==> config.mk <==
export PLATFORM = sky130hd
export DESIGN_NAME = bus_rr_router
export DESIGN_NICKNAME = d
export VERILOG_FILES = /design/src/rtl/bus_rr_router.sv
export SDC_FILE = /design/constraint.sdc
export NUM_CORES = 1
export LEC_CHECK = 0
export CAP_MARGIN = 20
export CORE_ASPECT_RATIO = 1.75
export CORE_UTILIZATION = 30
export DETAILED_ROUTE_END_ITERATION = 8
export GPL_TIMING_DRIVEN = 0
export PLACE_DENSITY = 0.73
export SYNTH_ARGS = -nofsm -noshare
export SYNTH_HDL_FRONTEND = slang
export SYNTH_SLANG_ARGS = --single-unit
==> constraint.sdc <==
create_clock -name clk -period 4.3 [get_ports clk]
set_clock_uncertainty 0.05 [all_clocks]
set_input_delay 0.43 -clock clk [delete_from_list [all_inputs] [get_ports clk]]
set_output_delay 0.43 -clock clk [all_outputs]
set_load 0.01 [all_outputs]
==> src/rtl/bus_rr_router.sv <==
// Shared-bus router: round-robin pop from N terminal FIFOs, then route one
// packet per grant by destination ID (unicast, broadcast, or drop).
module bus_rr_router #(
    parameter int            drvrs      = 4,
    parameter int            pckg_sz    = 32,
    parameter int            id_w       = 8,
    parameter logic [id_w-1:0] broadcast = {id_w{1'b1}},
    parameter bit            bcast_self = 1'b0,
    parameter int            cnt_w      = 16
) (
    input  logic                       clk,
    input  logic                       reset,
    input  logic [drvrs-1:0]           pndng,
    input  logic [drvrs*pckg_sz-1:0]   D_pop,
    output logic [drvrs-1:0]           pop,
    output logic [drvrs-1:0]           push,
    output logic [drvrs*pckg_sz-1:0]   D_push,
    output logic                       busy,
    output logic [cnt_w-1:0]           drop_cnt
);

    localparam int ptr_w = $clog2(drvrs);

    typedef enum logic [1:0] {
        IDLE,
        POP,
        PUSH
    } state_t;

    state_t             state;
    state_t             state_nxt;
    logic [ptr_w-1:0]   rr_ptr;
    logic [ptr_w-1:0]   sel;
    logic [ptr_w-1:0]   sel_nxt;
    logic [ptr_w-1:0]   arb_sel;
    logic               arb_found;
    logic [drvrs-1:0]   sel_oh;
    logic               sel_pndng;
    logic               load;
    logic [pckg_sz-1:0] head;
    logic [id_w-1:0]    dst;
    logic               is_uni;
    logic               is_bc;
    logic               drop;
    logic [drvrs-1:0]   push_nxt;

    // Rotating priority scan starting at rr_ptr
    always_comb begin
        arb_sel   = '0;
        arb_found = 1'b0;
        for (int k = 0; k < drvrs; k++) begin
            if (!arb_found && pndng[(int'(rr_ptr) + k) % drvrs]) begin
                arb_found = 1'b1;
                arb_sel   = ptr_w'((int'(rr_ptr) + k) % drvrs);
            end
        end
    end

    always_comb begin
        sel_oh = '0;
        head   = '0;
        for (int i = 0; i < drvrs; i++) begin
            sel_oh[i] = (sel == ptr_w'(i));
            if (sel == ptr_w'(i)) begin
                head = D_pop[i*pckg_sz +: pckg_sz];
            end
        end
    end

    assign sel_pndng = |(pndng & sel_oh);
    assign dst       = head[pckg_sz-1 -: id_w];
    assign is_uni    = (32'(dst) < 32'(drvrs));
    assign is_bc     = (dst == broadcast);
    assign drop      = !is_uni && !is_bc;

    always_comb begin
        push_nxt = '0;
        for (int j = 0; j < drvrs; j++) begin
            if (is_uni) begin
                push_nxt[j] = (32'(dst) == 32'(j));
            end else if (is_bc) begin
                push_nxt[j] = bcast_self || (sel != ptr_w'(j));
            end
        end
    end

    // pop is qualified by the live pndng so a withdrawn request is never popped
    always_comb begin
        state_nxt = state;
        sel_nxt   = sel;
        pop       = '0;
        load      = 1'b0;
        unique case (state)
            IDLE: begin
                if (|pndng) begin
                    sel_nxt   = arb_sel;
                    state_nxt = POP;
                end
            end
            POP: begin
                if (sel_pndng) begin
                    pop       = sel_oh;
                    load      = 1'b1;
                    state_nxt = PUSH;
                end else begin
                    state_nxt = IDLE;
                end
            end
            PUSH: begin
                state_nxt = IDLE;
            end
            default: begin
                state_nxt = IDLE;
            end
        endcase
    end

    always_ff @(posedge clk) begin
        if (reset) begin
            state    <= IDLE;
            sel      <= '0;
            rr_ptr   <= '0;
            push     <= '0;
            D_push   <= '0;
            drop_cnt <= '0;
        end else begin
            state <= state_nxt;
            sel   <= sel_nxt;
            push  <= '0;
            if (load) begin
                push   <= push_nxt;
                D_push <= {drvrs{head}};
                rr_ptr <= (sel == ptr_w'(drvrs - 1)) ? '0 : sel + 1'b1;
                if (drop && !(&drop_cnt)) begin
                    drop_cnt <= drop_cnt + 1'b1;
                end
            end
        end
    end

    assign busy = (state != IDLE);

endmodule

== Word-level counts from Yosys, hierarchy flattened ==
Index checks and enable logic that the tools add are counted.

* Flip-flop bits (word level): 154
* Output and inout bits: 153
* Logic and storage cells: 96

* Add/subtract/negate cells: 5
* $lt $le $gt $ge: 5
* Equality and inequality tests: 12
* Mux-type cells: 38
* Bitwise logic cells: 5
* Reduce and logical (&&, ||, !) cells: 25

{| class="wikitable"
|+ Operator list
! cell !! number
|-
| two-way mux 32 bit || 4
|-
| two-way mux 1 bit || 20
|-
| adder 16 x 1 -> 16 bit (second input constant) || 1
|-
| == test 8 x 2 -> 1 bit (second input constant) || 2
|-
| AND reduction 16 bit || 1
|-
| two-way mux 2 bit || 7
|-
| < comparator 3 x 4 -> 1 bit (second input constant) || 3
|-
| binary-select mux 1 bit (select 2 bit) || 4
|-
| == test 8 x 1 -> 1 bit (second input constant) || 1
|-
| == test 8 bit (second input constant) || 1
|-
| zero test 8 bit || 1
|-
| < comparator 8 x 3 -> 1 bit (second input constant) || 1
|-
| two-way mux 4 bit || 2
|-
| OR reduction 2 bit || 4
|-
| OR reduction 4 bit || 2
|-
| zero test 1 bit || 6
|-
| inequality test 2 bit (second input constant) || 3
|-
| logical AND 1 bit || 5
|-
| adder 2 x 1 -> 2 bit (second input constant) || 2
|-
| adder 2 bit (second input constant) || 2
|-
| bitwise AND 4 bit || 1
|-
| == test 2 x 1 -> 1 bit (second input constant) || 2
|-
| == test 2 bit (second input constant) || 2
|-
| zero test 2 bit || 2
|-
| 7 further kinds || 11
|}

== Logic depth before layout (Yosys ltp) ==
* Word-level depth: 14
* Gate-level depth with buffers: 12

== Worst setup path before layout ==
OpenSTA, ideal clock, no wires.

* Kind: register -> register
* Start point: register sel[0]
* End point: register drop_cnt[11]
* Library setup time: 0.123 ns
* Arrival time: 2.580 ns
* Slack: 1.547 ns
* Stages on the path, launching flop included: 13
* Path buffers: 3
* Clock period less this slack: 2.753 ns
* Cell sequence: dfxtp_1 -> inv_1 -> ha_1 -> buf_6 -> or2_0 -> buf_2 -> a221oi_1 -> nor2_1 -> or4_1 -> buf_2 -> nand2_2 -> nor3_1 -> mux2_1

* Cells in the longest elaborated chain, start to end: 10
* Elaborated cells between the ends (all ways): 19

{| class="wikitable"
|+ RTL lines
! what !! RTL line !! text
|-
| from (decl) || 33 || <nowiki>logic [ptr_w-1:0] sel;</nowiki>
|-
| from (signal assigned) || 128 || <nowiki>sel <= sel_nxt;</nowiki>
|-
| zero test 2 bit || 63, 64 ||
|-
| two-way mux 32 bit (4 in a row) || 64 || <nowiki>if (sel == ptr_w'(i)) begin</nowiki>
|-
| < comparator 8 x 3 -> 1 bit / == test 8 bit (equally long branches) || 72, 73 ||
|-
| zero test 1 bit || 74 || <nowiki>assign drop = !is_uni && !is_bc;</nowiki>
|-
| logical AND 1 bit || 74 ||
|-
| logical AND 1 bit || 134 || <nowiki>if (drop && !(&drop_cnt)) begin</nowiki>
|-
| AND reduction 2 bit (no source line) (*) || -- ||
|-
| to (signal assigned) || 135 || <nowiki>drop_cnt <= drop_cnt + 1'b1;</nowiki>
|-
| to (decl) || 19 || <nowiki>output logic [cnt_w-1:0] drop_cnt</nowiki>
|}

Mark *: on every way between the ends. The rest lies on a longest branch, timed or not.
A chain may end at the register's enable or synchronous reset.

== Worst setup path after layout ==
* Start point: register sel[0]
* End point: output port pop[2]

* Cells in the longest elaborated chain, start to end: 5
* Elaborated cells between the ends (all ways): 8

{| class="wikitable"
|+ RTL lines
! what !! RTL line !! text
|-
| == test 2 x 1 -> 1 bit, or another cell as far along || 63 || <nowiki>sel_oh[i] = (sel == ptr_w'(i));</nowiki>
|-
| bitwise AND 4 bit || 70 || <nowiki>assign sel_pndng = |(pndng & sel_oh);</nowiki>
|-
| OR reduction 4 bit || 70 ||
|-
| two-way mux 4 bit (*) || 101 || <nowiki>if (sel_pndng) begin</nowiki>
|-
| two-way mux 4 bit (*) || 93 || <nowiki>unique case (state)</nowiki>
|-
| to (decl) || 15 || <nowiki>output logic [drvrs-1:0] pop,</nowiki>
|}

Marked as above.

==> results.cfg <==
[cells_and_area]
design_area_um2 = 7470
nNetsFinal = 994
final_cell_mix = clkdlybuf4s50_1, buf_4, nor2_1
layout-drive-gt1-share_pct = 14.8
final_common_cell = clkdlybuf4s50_1
layout.cells.non_filler = 1034
antennaDiodeCount = 0
area_growth_pct = 82.6

[power_and_ir_drop]
peakVddDrop_mv = 0.201
p_leak_nw = 2.88
total_power_w = 0.00214
power.density_nw_per_um2 = 287

[clock_tree]
cts_resized = 0
cts_made_buffers = 9
cts_hold_buf = 0
cts.htree.levels = 3
cts_tree = yes
post-cts-setup-buffer-count = 0
clock-sinks = 58
clock_latency_ns = 0.32
cts_buffer_depth = 2
path_clk_slew_ns = 0.05
root_buffer = clkbuf_16

[global_routing]
grt_first_pass_wirelength_um = 24700
grtUsageTotal_pct = 22.6
grt_overflow = 0
antenna_found_initial = 0
grt_max_degree = 11
grt_pass1_vias = 4661

[synth]
yosysSeqAreaShare_pct = 28.4
ys_seq_elements = 58
synth_area_leaders = dfxtp_1, buf_4, nor2_1
synth_top_area_cell = dfxtp_1
ys_async_sr_fraction_pct = 0
synth.distinct_cells = 43
yosys_warnings = 0
synth_top_area_share_pct = 28.4
ys.flop_type = dfxtp_1
syn-instance-count = 558
syn-num-nets = 697
synth_edf_count = 0
syn_area_um2 = 4090
syn_avg_cell_area_um2 = 7.33

[placement]
io_buffers = 286
dp_cells = 1018
place_ws_ns = 0.632
globalplace.congestion = 0.899
place_area_um2 = 7170
hpwl_um = 13300

[timing]
finalMaxSlewViolations = 0
finalCritPeriodShare_pct = 91.2
finalSetupTns_ns = 0
timing.final.crit_period_ns = 3.92
worstMarginPinSlew_ns = 0.784
setup_viol = 0
fin_ws_ns = 0.377
fmax_mhz = 255
max_slew_margin_pct = 47.1
rsz0062_at_grt = false
hold_viol = 0

[status]
status = finished clean

[critical_path]
cp-start-kind = flop
slowest_delay_ns = 0.56
worstPathRequired_ns = 3.82
reg2reg_from = sel[1]
cp_common_cell = clkbuf_1
critPathSlowestCell = clkdlybuf4s50_1
end_kind = output port
cp.arrival_ns = 3.44
crit_path_cell_trace = ha_1 > buf_4 > clkbuf_1 > a22oi_1 > nand2_1 > and3b_1 > clkbuf_1 > clkbuf_1 > and2_1 > clkdlybuf4s50_1
startpoint = sel[0]
crit_type = flop to output port
crit_fanout = 10

[route]
num_vias = 4909
drc_errors = 0
drt-wirelength-per-cell_um = 16.0
drt_wl_total_um = 16600
drt_iter0_markers = 151
first_pass_iters = 4
vias_per_cell = 4.75
final_antenna_net_count = 0

[flow_run]
maxCapViolations = 0

[worst_hold_path]
holdCritStartpoint = drop_cnt[15]
hp-class = flop to flop

[floorplan]
die_height_um = 156
design.die.area_um2 = 14100
core_area_um2 = 13400
die_w_um = 90.3
ios = 287
row_count = 56
start_util_pct = 30.6
## cell families (layout without fill, tap and decap cells)
group	count (synthesis)	count (layout)	share of synthesized area, %
buffers and inverters	140	442	22.3
and+or+nand+nor	193	193	21.4
muxes	9	9	2.42
adders and majority gates	5	5	1.53
AOI/OAI and AO/OA	153	153	24.0
DFF	58	58	28.4
## worst max-delay path: cells and delay by family, from the launching register on
family / cells / cell delay, ns
flip-flops: 1 / 0.42
AND/OR/NAND/NOR: 3 / 0.44
adder cells (fa/ha/maj): 1 / 0.19
buffers and inverters: 5 / 1.91
AO/OA/AOI/OAI: 1 / 0.17
## state kept, by name, summed over array words and instances, names as in the netlist
name / flops
D_push: 32
drop_cnt: 16
push: 4
rr_ptr: 2
sel: 2
state: 2
## worst paths after layout
path	end	slack, ns	depth (start not counted)
worst max-delay path	pop[2]	0.38	10
worst min-delay path	drop_cnt[15]	0.46	2
worst max register to register	drop_cnt[12]	1.03	12
worst min register to register	drop_cnt[15]	0.46	2
## Yosys cell counts, drive strengths merged, types with 6 or more instances
master  instances
a21oi          46
a221oi          8
a22oi          26
and2            6
buf           107
clkbuf         28
dfxtp          58
mux2            7
nand2          53
nand3           6
nand4           6
nor2           80
nor2b           9
nor3           10
o211ai         24
o21ai          28
o22ai          11
## through the flow
step	hold WS [ns]	utilization [%]
3_5_place_dp	0.445	53.6
5_1_grt	0.493	55.8
3_3_place_gp	0.442	53.6
6_report	0.459	55.8
4_1_cts	0.457	55.8
2_1_floorplan	0.431	-
## where the power goes
group          switching (W)  total (W)  internal, W
clock network       0.000238   0.000717     0.000479
registers          0.0000454   0.000617     0.000572
logic               0.000333   0.000809     0.000476
total               0.000616    0.00214      0.00153
## layout make-up
| cell class | instances | area [µm²] |
|---|---|---|
| buffer | 135 | 892 |
| clock inverter | 2 | 35.0 |
| timing repair buffer | 286 | 2860 |
| sequential | 58 | 1160 |
| multi-input combinational | 360 | 2020 |
| tap | 174 | 218 |
| inverter | 5 | 18.8 |
| clock buffer | 14 | 264 |
| fill | 1333 | 5910 |
## metal layers
| metal | GRT usage, % | up-vias | share of wire, % |
|---|---|---|---|
| met5 | 0 | - | 0 |
| met4 | 7.07 | 0 | 2.0 |
| met1 | 22.9 | 2242 | 37 |
| met2 | 45.1 | 186 | 55 |
| met3 | 5.00 | 27 | 5.3 |
| li1 | - | 2454 | - |
Power figures use the tool's default switching activity.
